<file path="src/rtl/bus_demux.sv">
// Single-initiator data-memory demux: decodes addr[SEL_LSB+3:SEL_LSB] to one of four
// targets, one outstanding transaction, timeout/decode errors. Optional err_cnt via BUS_DEMUX_ERR_COUNT_EN.
module bus_demux #(
    parameter int WIDTH   = 32,
    parameter int ADDR_W  = 32,
    parameter int SEL_LSB = 28,
    parameter int TIMEOUT = 15
) (
    input  logic              clk,
    input  logic              rst_n,
    input  logic              m_req,
    input  logic              m_we,
    input  logic [ADDR_W-1:0] m_addr,
    input  logic [WIDTH-1:0]  m_wdata,
    output logic              m_ready,
    output logic              m_rvalid,
    output logic [WIDTH-1:0]  m_rdata,
    output logic              m_err,
    output logic [3:0]        t_req,
    output logic              t_we,
    output logic [ADDR_W-1:0] t_addr,
    output logic [WIDTH-1:0]  t_wdata,
    input  logic [3:0]        t_ack,
    input  logic [WIDTH-1:0]  t_rdata0,
    input  logic [WIDTH-1:0]  t_rdata1,
    input  logic [WIDTH-1:0]  t_rdata2,
    input  logic [WIDTH-1:0]  t_rdata3
`ifdef BUS_DEMUX_ERR_COUNT_EN
    ,
    output logic [7:0]        err_cnt
`endif
);

    typedef enum logic [1:0] {
        S_IDLE = 2'd0,
        S_BUSY = 2'd1,
        S_RESP = 2'd2
    } state_t;

    // The busy counter starts at 0 on entry, so expiry is one short of TIMEOUT.
    localparam logic [7:0] TO_LAST = 8'(TIMEOUT - 1);

    state_t             r_state;
    logic [7:0]         r_cnt;
    logic [3:0]         r_t_req;
    logic               r_t_we;
    logic [ADDR_W-1:0]  r_t_addr;
    logic [WIDTH-1:0]   r_t_wdata;
    logic               r_m_rvalid;
    logic [WIDTH-1:0]   r_m_rdata;
    logic               r_m_err;

    logic [3:0]         w_region;
    logic               w_hit;
    logic [WIDTH-1:0]   w_rdata_in    [4];
    logic [WIDTH-1:0]   w_rdata_gated [4];
    logic [WIDTH-1:0]   w_rdata_sel;

    assign w_region = m_addr[SEL_LSB +: 4];
    assign w_hit    = |(t_ack & r_t_req);

    assign w_rdata_in[0] = t_rdata0;
    assign w_rdata_in[1] = t_rdata1;
    assign w_rdata_in[2] = t_rdata2;
    assign w_rdata_in[3] = t_rdata3;

    genvar gi;
    generate
        for (gi = 0; gi < 4; gi++) begin : g_gate
            assign w_rdata_gated[gi] = r_t_req[gi] ? w_rdata_in[gi] : '0;
        end
    endgenerate

    always_comb begin
        w_rdata_sel = '0;
        for (int i = 0; i < 4; i++) begin
            w_rdata_sel = w_rdata_sel | w_rdata_gated[i];
        end
    end

    always_ff @(posedge clk or negedge rst_n) begin
        if (!rst_n) begin
            r_state    <= S_IDLE;
            r_cnt      <= '0;
            r_t_req    <= '0;
            r_t_we     <= 1'b0;
            r_t_addr   <= '0;
            r_t_wdata  <= '0;
            r_m_rvalid <= 1'b0;
            r_m_rdata  <= '0;
            r_m_err    <= 1'b0;
        end else begin
            case (r_state)
                S_IDLE: begin
                    if (m_req) begin
                        r_t_we    <= m_we;
                        r_t_addr  <= m_addr;
                        r_t_wdata <= m_wdata;
                        if (w_region[3:2] == 2'b00) begin
                            r_t_req <= 4'b0001 << w_region[1:0];
                            r_cnt   <= '0;
                            r_state <= S_BUSY;
                        end else begin
                            r_m_rvalid <= 1'b1;
                            r_m_err    <= 1'b1;
                            r_m_rdata  <= '0;
                            r_state    <= S_RESP;
                        end
                    end
                end
                S_BUSY: begin
                    // Ack is checked before expiry so a same-cycle ack still succeeds.
                    if (w_hit) begin
                        r_m_rdata  <= r_t_we ? '0 : w_rdata_sel;
                        r_m_err    <= 1'b0;
                        r_m_rvalid <= 1'b1;
                        r_t_req    <= '0;
                        r_state    <= S_RESP;
                    end else if (r_cnt == TO_LAST) begin
                        r_m_rdata  <= '0;
                        r_m_err    <= 1'b1;
                        r_m_rvalid <= 1'b1;
                        r_t_req    <= '0;
                        r_state    <= S_RESP;
                    end else begin
                        r_cnt <= r_cnt + 8'd1;
                    end
                end
                S_RESP: begin
                    r_m_rvalid <= 1'b0;
                    r_m_err    <= 1'b0;
                    r_m_rdata  <= '0;
                    r_state    <= S_IDLE;
                end
                default: begin
                    r_state <= S_IDLE;
                end
            endcase
        end
    end

`ifdef BUS_DEMUX_ERR_COUNT_EN
    logic [7:0] r_err_cnt;

    always_ff @(posedge clk or negedge rst_n) begin
        if (!rst_n) begin
            r_err_cnt <= '0;
        end else if (r_state == S_RESP && r_m_err && r_err_cnt != 8'hFF) begin
            r_err_cnt <= r_err_cnt + 8'd1;
        end
    end

    assign err_cnt = r_err_cnt;
`endif

    assign m_ready  = (r_state == S_IDLE) & rst_n;
    assign m_rvalid = r_m_rvalid;
    assign m_rdata  = r_m_rdata;
    assign m_err    = r_m_err;
    assign t_req    = r_t_req;
    assign t_we     = r_t_we;
    assign t_addr   = r_t_addr;
    assign t_wdata  = r_t_wdata;

endmodule
</file>
<file path="config.mk">
export PLATFORM = sky130hd
export DESIGN_NAME = bus_demux
export DESIGN_NICKNAME = d
export VERILOG_FILES = /design/src/rtl/bus_demux.sv
export SDC_FILE = /design/constraint.sdc
export NUM_CORES = 1
export LEC_CHECK = 0
export CORE_ASPECT_RATIO = 1.2
export CORE_MARGIN = 4
export CORE_UTILIZATION = 30
export DETAILED_ROUTE_END_ITERATION = 16
export DONT_BUFFER_PORTS = 1
export GPL_TIMING_DRIVEN = 0
export PLACE_DENSITY = 0.45
export SETUP_SLACK_MARGIN = 0.5
export SLEW_MARGIN = 25
export SYNTH_ARGS = -nofsm -noshare
export SYNTH_HDL_FRONTEND = slang
export SYNTH_SLANG_ARGS = --single-unit
</file>
<file path="constraint.sdc">
create_clock -name clk -period 1.8 [get_ports clk]
set_clock_uncertainty 0.05 [all_clocks]
set_input_delay 0.36 -clock clk [delete_from_list [all_inputs] [get_ports clk]]
set_output_delay 0.36 -clock clk [all_outputs]
set_load 0.02 [all_outputs]
</file>
---- Word level (Yosys, flattened, before mapping) ----
Index checks and enable logic that the tools add are counted.
W data, S select, Z words.
word-level totals
  bits in registers ....................... 113
  latch bits .............................. 0
  bits in writable memories ............... 0
  memory bits (read-only) ................. 0
  word-level logic and storage cells ...... 67
  memories ................................ 0
operators by class
  $add $sub $neg .......................... 1
  $mul .................................... 0
  divide/modulo/power cells ............... 0
  magnitude comparators ................... 0
  equal/unequal tests ..................... 9
  shifts and indexed selects .............. 1
  mux-type cells .......................... 32
  bitwise operators ....................... 5
  reduce and logical (&&, ||, !) cells .... 10
operators with widths
  operator               number
  $mux W32               9
  $or A32 B32 Y32        3
  $pmux W32 S3           1
  $mux W8                4
  $mux W4                4
  $pmux W8 S2            1
  $ne A2 B2 Y1 const B   5
  $add A8 B1 Y8 const B  1
  $eq A8 B4 Y1 const B   1
  $mux W2                4
  $pmux W4 S2            1
  $reduce_and A4 Y1      2
  $pmux W1 S3            2
  $mux W1                5
  $reduce_and A5 Y1      1
  $and A4 B4 Y4          1
  $logic_not A2 Y1       2
  $pmux W2 S2            1
  $reduce_and A2 Y1      2
  $reduce_or A4 Y1       1
  $shl A1 B2 Y4 const A  1
  $ne A3 B3 Y1 const B   1
  $reduce_bool A3 Y1     1
  $eq A2 B1 Y1 const B   1
  other kinds (3)        3

---- Depth between registers and ports, before layout ----
Gate-level depths: netlist of run 1.
  word-level depth ........................ 7
  depth in mapped cells ................... 8
  mapped depth without buffers ............ 6

---- Worst setup path after synthesis of run 1 ----
OpenSTA, ideal clock, no wires.
  path kind ............................... register -> register
  start ................................... register r_t_req[2], in the netlist t_req[2]
  end ..................................... register r_cnt[7]
  arrival ................................. 1913 ps
  slack ................................... -232 ps
  stages on the path, launching flop included .. 6
  period minus slack after synthesis ...... 2032 ps
  cells stage by stage .................... dfrtp_1 -> buf_2 -> a22o_1 -> or4_4 -> or4_1 -> nand3_1
between the ends
  cells in the longest elaborated chain, start to end .. 4
RTL lines
  item                                line  RTL
  from (decl)                         45    logic [3:0] r_t_req;
  from (signal assigned)              100   r_t_req <= 4'b0001 << w_region[1:0];
  $and A4 B4 Y4                       60    assign w_hit = |(t_ack & r_t_req);
  $reduce_or A4 Y1                    60
  $ne A2 B2 Y1 (no source line)       -
  $reduce_and A5 Y1 (no source line)  -
  to (signal assigned)                126   r_cnt <= r_cnt + 8'd1;
  to (decl)                           44    logic [7:0] r_cnt;
Every way passes these cells.
A chain may end at the register's enable or synchronous reset.

---- Worst setup path after layout of run 1 ----
  start ................................... register r_cnt[0]
  end ..................................... register r_m_rdata[19], in the netlist m_rdata[19]
between the ends
  cells in the longest elaborated chain, start to end .. 3
RTL lines
  item                                line  RTL
  $eq A8 B4 Y1                        119   end else if (r_cnt == TO_LAST) begin
  $ne A3 B3 Y1 (no source line)       -
  $reduce_and A4 Y1 (no source line)  -
  to (signal assigned)                114   r_m_rdata <= r_t_we ? '0 : w_rdata_sel;
  to (decl)                           50    logic [WIDTH-1:0] r_m_rdata;
Every way passes these cells.

==> results.sh, run 1 <==
export IMPL_cts_num_sinks=113
export IMPL_crit_fanout=7
export IMPL_clock_fmax_ghz=0.476
export IMPL_die_x_um=127
export IMPL_nNetsFinal=692
export IMPL_via_count=4136
export IMPL_regToRegEndpoint="m_rdata[19]$_DFFE_PN0P_"
export IMPL_yosysTopAreaCell="dfrtp_1"
export IMPL_num_rows=52
export IMPL_tightest_slew_ns=0.750
export IMPL_netlist_area_leader_share_pct=55.3
export IMPL_critPathLaunch="r_cnt[0]$_DFFE_PN0P_"
export IMPL_critPathKind="flop to flop"
export IMPL_violations="hold timing, setup timing"
export IMPL_coreArea_um2=16800
export IMPL_firstDrtPassIters=4
export IMPL_grt_pass1_vias=4186
export IMPL_start_kind="flop"
export IMPL_synth_area_leaders="dfrtp_1, mux2_2, a22o_1, a221oi_1, o22ai_1"
export IMPL_finalHoldViolations=113
export IMPL_max_cap_viol_count=0
export IMPL_clk_pin_slew_ns=0.06
export IMPL_syn_area_um2=5110
export IMPL_postSynthCellCount=426
export IMPL_areaGrowthSynthToFinish_pct=46.7
export IMPL_setup_slack_ns=-0.301
export IMPL_setup_viol_count_final=48
export IMPL_die_y_um=151
export IMPL_cts_buffers=17
export IMPL_worstPathArrival_ns=2.33
export IMPL_avgSynthCellArea_um2=12.0
export IMPL_drc_errors=0
export IMPL_start_util_pct=30.5
export IMPL_endpoint_kind="flop"
export IMPL_drt_vias_per_instance=5.75
export IMPL_power_total_mw=14.2
export IMPL_relSlewSlack_pct=50.0
export IMPL_yosysSeqAreaShare_pct=55.3
export IMPL_crit_end="m_rdata[19]$_DFFE_PN0P_"
export IMPL_run_status="finished with violations"
export IMPL_h_tree_depth=4
export IMPL_cts_hold_buf=1
export IMPL_grt_usage_pct=18.1
export IMPL_clk_latency_ns=0.42
export IMPL_drive_gt1_share_pct=63.6
export IMPL_required_ns=2.03
export IMPL_layout_cells_non_filler=719
export IMPL_r2r_setup_slack_ns=-0.30
export IMPL_postSynthNetCount=628
export IMPL_power_density_nw_per_um2=1890
export IMPL_pin_count=304
export IMPL_final_max_slew_viol_count=0
export IMPL_dp_hpwl_mm=13.3
export IMPL_r2r_start="r_cnt[0]$_DFFE_PN0P_"
export IMPL_globalplace_congestion=0.796
export IMPL_synth_distinct_cells=39
export IMPL_fin_crit_sh_pct=117
export IMPL_grt_start_max_net_pins=115
export IMPL_cts_path_max_buffers=2
export IMPL_p_leak_nw=3.01
export IMPL_yosys_warnings=0
export IMPL_dieArea_um2=19200
export IMPL_r2r_cells=10
export IMPL_ant_nets=0
export IMPL_drt_total_wl_mm=19.3
export IMPL_antennaDiodeCount=0
export IMPL_cts_tree="yes"
export IMPL_wl_per_cell_um=26.9
export IMPL_port_buffers=0
export IMPL_holdWs_ns=-0.408
export IMPL_grt_first_pass_wirelength_mm=25.8
export IMPL_ys_seq_elements=113
export IMPL_place_inst=642
export IMPL_irDropWorstVdd_uv=642
export IMPL_initialDrtViolationCount=268
export IMPL_ctsRootBufferMaster="clkbuf_16"
export IMPL_period_minus_slack_ns=2.10
export IMPL_overflow=0
export IMPL_rsz0062_at_grt="yes"
export IMPL_hold_path_class="input port to asynchronous set/reset pin"
export IMPL_antenna_found_initial=0
worst max-delay path: stages (launching register included):
cell and delay (ns):
dfrtp_1 0.38, inv_2 0.08, ha_4 0.13, nand4b_1 0.11
or4_1 0.43, clkbuf_8 0.16, a21oi_4 0.16, buf_12 0.17
buf_12 0.11, buf_16 0.11, o22ai_2 0.05
final cells by class:
| type | instances | area (um^2) |
|---|---|---|
| plain buffers | 38 | 382 |
| well taps | 216 | 270 |
| repair buffers | 45 | 611 |
| clock inverters | 14 | 169 |
| flip-flops and latches | 113 | 2960 |
| clock buffers | 18 | 439 |
| multi-input cells | 270 | 2660 |
| inverters | 5 | 18.8 |
| fillers | 1538 | 9280 |
worst min path at each step:
stage               start                 endpoint  cells past startpoint
detailed placement  rst_n  m_rdata[21]$_DFFE_PN0P_                      0
global route        rst_n  m_rdata[23]$_DFFE_PN0P_                      0
floorplan           rst_n        m_err$_DFFE_PN0P_                      0
global placement    rst_n  m_rdata[21]$_DFFE_PN0P_                      0
CTS                 rst_n  m_rdata[23]$_DFFE_PN0P_                      0
finish              rst_n  m_rdata[23]$_DFFE_PN0P_                      0
cells by family (layout without fill, tap and decap cells):
family          after synthesis  after routing  share of synthesized area (%)
simple gates                 78             78                           7.36
fa+ha+maj                     2              2                          0.489
buf+inv                      43            120                           3.45
compound gates              125            125                           19.1
mux                          65             65                           14.3
flops                       113            113                           55.3
Yosys cell counts:
master     number
nor4b_1         2
o21bai_1        1
a21oi_1         3
a311oi_1        1
o211ai_1        2
a221o_1         1
o2bb2ai_1       2
a22o_1         36
or2_2           3
a21o_1          1
nand4b_1        1
nor2b_1         1
or4_4           1
o22a_1          1
dfrtp_1       113
a21oi_2         1
mux2_2         65
buf_2          12
o31ai_1         2
nand4_1         1
and4_1          1
o21ai_1         1
ha_1            2
nand2_1        42
nor4_1          2
nand2b_1        2
nand3_1         8
o221ai_1        1
a221oi_1       32
o22ai_1        33
inv_1           5
o21ai_0         4
or3_1           2
nor3b_1         2
or4_1           3
clkbuf_1       26
o311ai_0        1
o31a_1          2
nor2_1          7
per-layer routing:
layer  track usage [%]  up-vias  wire length [um]
met5                 0        -                 0
met4              6.97        0               306
met3              5.50       20              1460
met2              31.3      193             10200
met1              21.0     2147              7370
li1                  -     1776                 -
metrics by stage:
step	setup WS [ns]	TNS [ns]	instance area (um^2)	util (%)
CTS	-0.263	-9.02	6800	40.5
detailed placement	-0.640	-31.12	5550	33.1
global placement	-0.631	-29.12	5550	33.1
finish	-0.301	-9.70	7500	44.7
global route	-0.374	-13.20	7500	44.7
floorplan	-0.163	-4.98	5280	-
state kept, by name, indices dropped and copies added (netlist names):
signal,count
r_cnt,8
t_wdata,32
m_rdata,32
t_we,1
t_req,4
r_state,2
m_err,1
m_rvalid,1
t_addr,32
where the power goes:
part / internal [mW] / switching [mW] / total (mW)
Sequential: 3.64 / 1.89 / 5.54
Combinational: 2.99 / 2.17 / 5.16
Clock: 2.12 / 1.34 / 3.46
cells in the final DEF (no fill, tap or decap), types with 3 or more instances in the layout:
master     count
a221oi_1      29
a221oi_2       3
a22o_1        34
buf_12         6
buf_4         18
buf_6         16
buf_8         10
clkbuf_1      11
clkbuf_16     26
clkbuf_2       5
clkbuf_4       3
clkbuf_8       3
clkinv_4       3
dfrtp_1       10
dfrtp_2      103
inv_1          4
inv_6          6
mux2_2         3
mux2_4        62
nand2_1       42
nand3_1        7
nor2_1         4
o21ai_1        3
o22ai_1       10
o22ai_2       23
or4_1          3
timing repair:
action / CTS / global route
gates resized for setup: 149 / 111
gates cloned: 2 / 8
pin swaps: 10 / 10
buffers inserted: 22 / 12
endpoints found under the hold margin: 114 / 113
setup endpoints to repair: 212 / 206
No activity file was read; power rests on OpenSTA's default activity.
==> inputs of run 2 (changes only) <==
CORE_ASPECT_RATIO = unset   (was 1.2)
==> results.sh, run 2 (synthesized netlist as in run 1, its figures left out) <==
export IMPL_finalHoldViolations=113
export IMPL_areaGrowthSynthToFinish_pct=46.4
export IMPL_power_density_nw_per_um2=1850
export IMPL_power_frac_comb_pct=37.1
export IMPL_clk_latency_ns=0.41
export IMPL_nNetsFinal=694
export IMPL_relSlewSlack_pct=55.3
export IMPL_drive_gt1_share_pct=60.2
export IMPL_clock_fmax_ghz=0.479
export IMPL_grt_pass1_vias=4345
export IMPL_coreArea_um2=16600
export IMPL_dpl_cell_area_um2=5560
export IMPL_worstPathArrival_ns=2.32
export IMPL_ant_nets=0
export IMPL_p_clk_share_pct=23.2
export IMPL_fill_cells=1500
export IMPL_swShare_pct=37.6
export IMPL_die_y_um=139
export IMPL_rsz0062_at_grt="yes"
export IMPL_period_minus_slack_ns=2.09
export IMPL_grt_start_max_net_pins=115
export IMPL_firstDrtPassIters=4
export IMPL_holdWs_ns=-0.405
export IMPL_grt_first_pass_wirelength_mm=26.6
export IMPL_tightest_slew_ns=0.670
export IMPL_die_x_um=139
export IMPL_start_kind="flop"
export IMPL_overflow=0
export IMPL_port_buffers=0
export IMPL_irDropWorstVdd_uv=725
export IMPL_pin_count=304
export IMPL_run_status="finished with violations"
export IMPL_h_tree_depth=4
export IMPL_start_util_pct=30.7
export IMPL_num_rows=47
export IMPL_power_total_mw=13.8
export IMPL_final_common_cell="dfrtp_2"
export IMPL_ctsRootBufferMaster="clkbuf_16"
export IMPL_p_leak_nw=3.02
export IMPL_cts_tree="yes"
export IMPL_layout_cells_non_filler=724
export IMPL_critPathKind="flop to flop"
export IMPL_via_count=4128
export IMPL_p_sw_mw=5.20
export IMPL_grt_usage_pct=18.0
export IMPL_setup_viol_count_final=48
export IMPL_intPower_mw=8.65
export IMPL_antenna_found_initial=1
export IMPL_postLayoutCellArea_um2=7490
export IMPL_endpoint_kind="flop"
export IMPL_r2r_setup_slack_ns=-0.29
export IMPL_initialDrtViolationCount=236
export IMPL_required_ns=2.04
export IMPL_max_cap_viol_count=0
export IMPL_globalplace_congestion=0.888
export IMPL_drt_total_wl_mm=19.2
export IMPL_clk_pin_slew_ns=0.06
export IMPL_violations="hold timing, setup timing"
export IMPL_final_max_slew_viol_count=0
export IMPL_drc_errors=0
export IMPL_cts_path_max_buffers=2
export IMPL_cts_buffers=17
export IMPL_final_cell_mix="dfrtp_2, mux2_4, nand2_1"
export IMPL_setup_slack_ns=-0.286
export IMPL_dieArea_um2=19200
export IMPL_fin_crit_sh_pct=116
export IMPL_seq_power_share_pct=39.7
export IMPL_hold_path_class="input port to asynchronous set/reset pin"
export IMPL_crit_fanout=9
export IMPL_dp_hpwl_mm=12.9
export IMPL_wl_per_cell_um=26.6
export IMPL_utilization_pct=45.0
export IMPL_place_inst=646
export IMPL_cts_num_sinks=113
export IMPL_drt_vias_per_instance=5.70
export IMPL_cts_hold_buf=1
-- run 2: cell count changes in the layout (fill, tap and decap cells not counted), sizes merged --
| cell | change |
|---|---|
| bufinv | -1 |
| clkbuf | +5 |
| clkinvlp | +3 |
| inv | -8 |
| clkinv | +1 |
| diode | +1 |
-- run 2: what timing repair did --
action / CTS / global route
buffers inserted: 21 / 14
endpoints found under the setup margin: 181 / 169
gates resized for setup: 127 / 120
hold endpoints to repair: 114 / 113
pin swaps: 13 / 11
cloned: 2 / 9
-- run 2: cell type report --
class | instances | area, um^2 | share of cell area [%]
repair buffers | 47 | 653 | 8.72
inverters | 5 | 18.8 | 0.251
plain buffers | 38 | 387 | 5.16
well taps | 220 | 275 | 3.68
multi-input cells | 270 | 2640 | 35.3
clock buffers | 21 | 480 | 6.42
clock inverters | 9 | 83.8 | 1.12
flip-flops and latches | 113 | 2940 | 39.3
diodes | 1 | 2.50 | 0.0334
-- run 2: through the flow --
stage / worst slack (ns) / TNS (ns)
2_1_floorplan: -0.163 / -4.98
3_3_place_gp: -0.577 / -25.00
3_5_place_dp: -0.592 / -26.13
4_1_cts: -0.282 / -8.90
5_1_grt: -0.347 / -13.21
6_report: -0.286 / -9.34
-- run 2: power groups by stage --
stage | sequential (mW) | combinational, mW | clock (mW)
2_1_floorplan | 5.05 | 2.54 | 0
3_3_place_gp | 5.38 | 3.15 | 0
3_5_place_dp | 5.37 | 3.23 | 0
4_1_cts | 5.41 | 3.85 | 3.28
5_1_grt | 5.63 | 5.47 | 3.40
6_report | 5.49 | 5.14 | 3.21
-- run 2: routing by layer --
layer | global-route usage [%] | wire length, um | up-vias
li1 | - | - | 1775
met1 | 19.8 | 7280 | 2078
met2 | 31.8 | 9790 | 246
met3 | 5.86 | 1590 | 29
met4 | 7.90 | 562 | 0
met5 | 0 | 0 | -
-- run 2: worst paths after layout --
kind	start	end	depth (start not counted)
hold / removal	rst_n	m_rdata[22]$_DFFE_PN0P_	0
setup / recovery	r_cnt[0]$_DFFE_PN0P_	m_rdata[13]$_DFFE_PN0P_	10
max in group asynchronous	rst_n	m_rdata[3]$_DFFE_PN0P_	0
setup reg to reg	r_cnt[0]$_DFFE_PN0P_	m_rdata[13]$_DFFE_PN0P_	10
min in group clk	m_addr[18]	t_addr[18]$_DFFE_PN0P_	1
hold reg to reg	r_cnt[7]$_DFFE_PN0P_	r_cnt[7]$_DFFE_PN0P_	2
-- run 2: worst max-delay path: stages (launching register included) --
cell      delay (ns)
dfrtp_1         0.38
inv_2           0.06
ha_2            0.16
nand4b_1        0.12
or4_4           0.44
buf_8           0.14
a21oi_4         0.14
buf_12          0.18
buf_12          0.12
buf_16          0.11
o22ai_2         0.05
==> inputs of run 3 (changes only) <==
ABC_AREA = 1   (was unset)
==> results.sh, run 3 <==
export IMPL_dp_hpwl_mm=13.9
export IMPL_drive_gt1_share_pct=46.8
export IMPL_p_leak_nw=3.56
export IMPL_synth_edf_count=0
export IMPL_wl_per_cell_um=20.9
export IMPL_grt_first_pass_wirelength_mm=28.9
export IMPL_holdWs_ns=-0.411
export IMPL_critPathMostFrequentCell="nand2_1"
export IMPL_pin_count=304
export IMPL_h_tree_depth=4
export IMPL_final_common_cell="nand2_1"
export IMPL_areaGrowthSynthToFinish_pct=34.5
export IMPL_period_minus_slack_ns=1.69
export IMPL_grt_start_max_net_pins=115
export IMPL_critPathMaxStageDelay_ns=0.46
export IMPL_cts_tree="yes"
export IMPL_max_cap_viol_count=0
export IMPL_r2r_setup_slack_ns=0.11
export IMPL_initialDrtViolationCount=145
export IMPL_critPathKind="flop to flop"
export IMPL_multiInputGateArea_um2=2780
export IMPL_final_max_slew_viol_count=0
export IMPL_yosysTopAreaCell="dfrtp_1"
export IMPL_synth_area_leaders="dfrtp_1, nand2_1, mux2_2, mux2_4, nand3_1"
export IMPL_cts_path_max_buffers=2
export IMPL_grt_pass1_vias=4869
export IMPL_drt_vias_per_instance=4.96
export IMPL_run_status="finished with violations"
export IMPL_antennaDiodeCount=0
export IMPL_nNetsFinal=877
export IMPL_regArea_um2=2960
export IMPL_grt_usage_pct=17.6
export IMPL_postSynthNetCount=817
export IMPL_avgSynthCellArea_um2=9.22
export IMPL_cpMaxStageDelayCell="dfrtp_2"
export IMPL_rsz0062_at_grt="yes"
export IMPL_required_ns=2.05
export IMPL_relSlewSlack_pct=66.2
export IMPL_synthArstFlopShare_pct=100
export IMPL_start_util_pct=30.4
export IMPL_fin_tns_setup_ns=0
export IMPL_die_x_um=145
export IMPL_tightest_slew_ns=0.507
export IMPL_synth_common_cells="nand2_1, dfrtp_1, nor2_1, nand3_1, mux2_2"
export IMPL_yosys_warnings=0
export IMPL_synth_flop_cell="dfrtp_1"
export IMPL_cp_num_buf_inv=3
export IMPL_die_y_um=145
export IMPL_firstDrtPassIters=4
export IMPL_netlist_area_leader_share_pct=49.9
export IMPL_place_inst=849
export IMPL_endpoint_kind="flop"
export IMPL_cts_num_sinks=113
export IMPL_clk_latency_ns=0.41
export IMPL_fill_cells=1836
export IMPL_irDropWorstVdd_uv=818
export IMPL_drt_total_wl_mm=19.3
export IMPL_power_density_nw_per_um2=1920
export IMPL_worstPathArrival_ns=1.94
export IMPL_final_cell_mix="nand2_1, dfrtp_2, mux2_4"
export IMPL_setup_viol_count_final=0
export IMPL_ant_nets=0
export IMPL_yosysSeqAreaShare_pct=49.9
export IMPL_globalplace_congestion=0.872
export IMPL_finalHoldViolations=113
export IMPL_clock_fmax_ghz=0.593
export IMPL_ctsRootBufferMaster="clkbuf_16"
export IMPL_dieArea_um2=21200
export IMPL_port_buffers=0
export IMPL_path_delay_family="flip-flops"
export IMPL_syn_area_um2=5670
export IMPL_drc_errors=0
export IMPL_synth_distinct_cells=24
export IMPL_fin_crit_sh_pct=93.8
export IMPL_crit_fanout=10
export IMPL_num_rows=50
export IMPL_path_cells="buf_6 > buf_12 > clkbuf_2 > nand2_1 > nand3_1 > a21oi_1 > nor2_1 > nand2_1 > nand2_1"
export IMPL_ys_seq_elements=113
export IMPL_via_count=4574
export IMPL_overflow=0
export IMPL_cts_buffers=17
export IMPL_synth_most_common_cell="nand2_1"
export IMPL_hold_path_class="input port to asynchronous set/reset pin"
export IMPL_coreArea_um2=18600
export IMPL_layout_cells_non_filler=922
export IMPL_violations="hold timing"
export IMPL_clk_pin_slew_ns=0.06
export IMPL_start_kind="flop"
export IMPL_postSynthCellCount=615
export IMPL_antenna_found_initial=0
run 3: layout make-up:
class	count	share of cell area (%)
multi-input cells	451	36.5
inverters	17	0.837
clock inverters	13	1.33
clock buffers	19	5.94
well taps	234	3.84
plain buffers	35	4.64
repair buffers	40	8.17
flip-flops and latches	113	38.8
run 3: cells by family (layout without fill, tap and decap cells):
family	after synthesis	count (layout)	share of synthesized area (%)
DFF	113	113	49.9
adders and majority gates	2	2	0.441
muxes	63	63	14.2
buffers and inverters	52	124	5.38
and+or+nand+nor	334	335	25.3
xor gates and xnor gates	2	2	0.309
AOI/OAI and AO/OA	49	49	4.50
run 3: final timing paths:
| path | from | to | cells after the start |
|---|---|---|---|
| max in group asynchronous | rst_n | t_wdata[27]$_DFFE_PN0P_ | 0 |
| worst min-delay path | rst_n | m_rdata[19]$_DFFE_PN0P_ | 0 |
| min in group clk | m_wdata[7] | t_wdata[7]$_DFFE_PN0P_ | 1 |
| worst min register to register | m_rdata[9]$_DFFE_PN0P_ | m_rdata[9]$_DFFE_PN0P_ | 2 |
| worst max register to register | t_req[1]$_DFFE_PN0P_ | m_rdata[12]$_DFFE_PN0P_ | 9 |
| worst max-delay path | t_req[1]$_DFFE_PN0P_ | m_rdata[12]$_DFFE_PN0P_ | 9 |
run 3: what timing repair did:
action                                  in CTS  in global routing
pin swaps                                    9                  3
cloned                                      10                  1
gates resized for setup                    153                 55
hold endpoints to repair                   113                113
endpoints found under the setup margin     212                207
buffers inserted                            26                  4
run 3: per-layer routing:
metal	GRT usage [%]	part of all wire [%]	routed length, um
met1	19.3	37	7190
met2	29.8	50	9660
met3	7.54	9.3	1800
met4	7.83	3.2	626
met5	0	0	0
run 3: where the power goes:
group / switching [mW] / total [mW] / internal, mW
sequential: 1.85 / 5.47 / 3.62
combinational: 2.68 / 6.04 / 3.37
clock: 1.26 / 3.11 / 1.85
total: 5.79 / 14.6 / 8.83
run 3: through the flow:
| stage | cell area [um^2] | hold slack [ns] | setup slack [ns] | power (mW) | util [%] |
|---|---|---|---|---|---|
| finish | 7630 | -0.411 | 0.112 | 14.6 | 40.9 |
| global route | 7630 | -0.437 | -0.0207 | 15.5 | 40.9 |
| CTS | 7390 | -0.435 | 0.100 | 14.3 | 39.7 |
| detailed placement | 6030 | 0.0194 | -0.00396 | 9.42 | 32.3 |
| global placement | 6030 | 0.0196 | 0.0197 | 9.34 | 32.3 |
| floorplan | 5740 | 0.0144 | 0.360 | 8.24 | - |
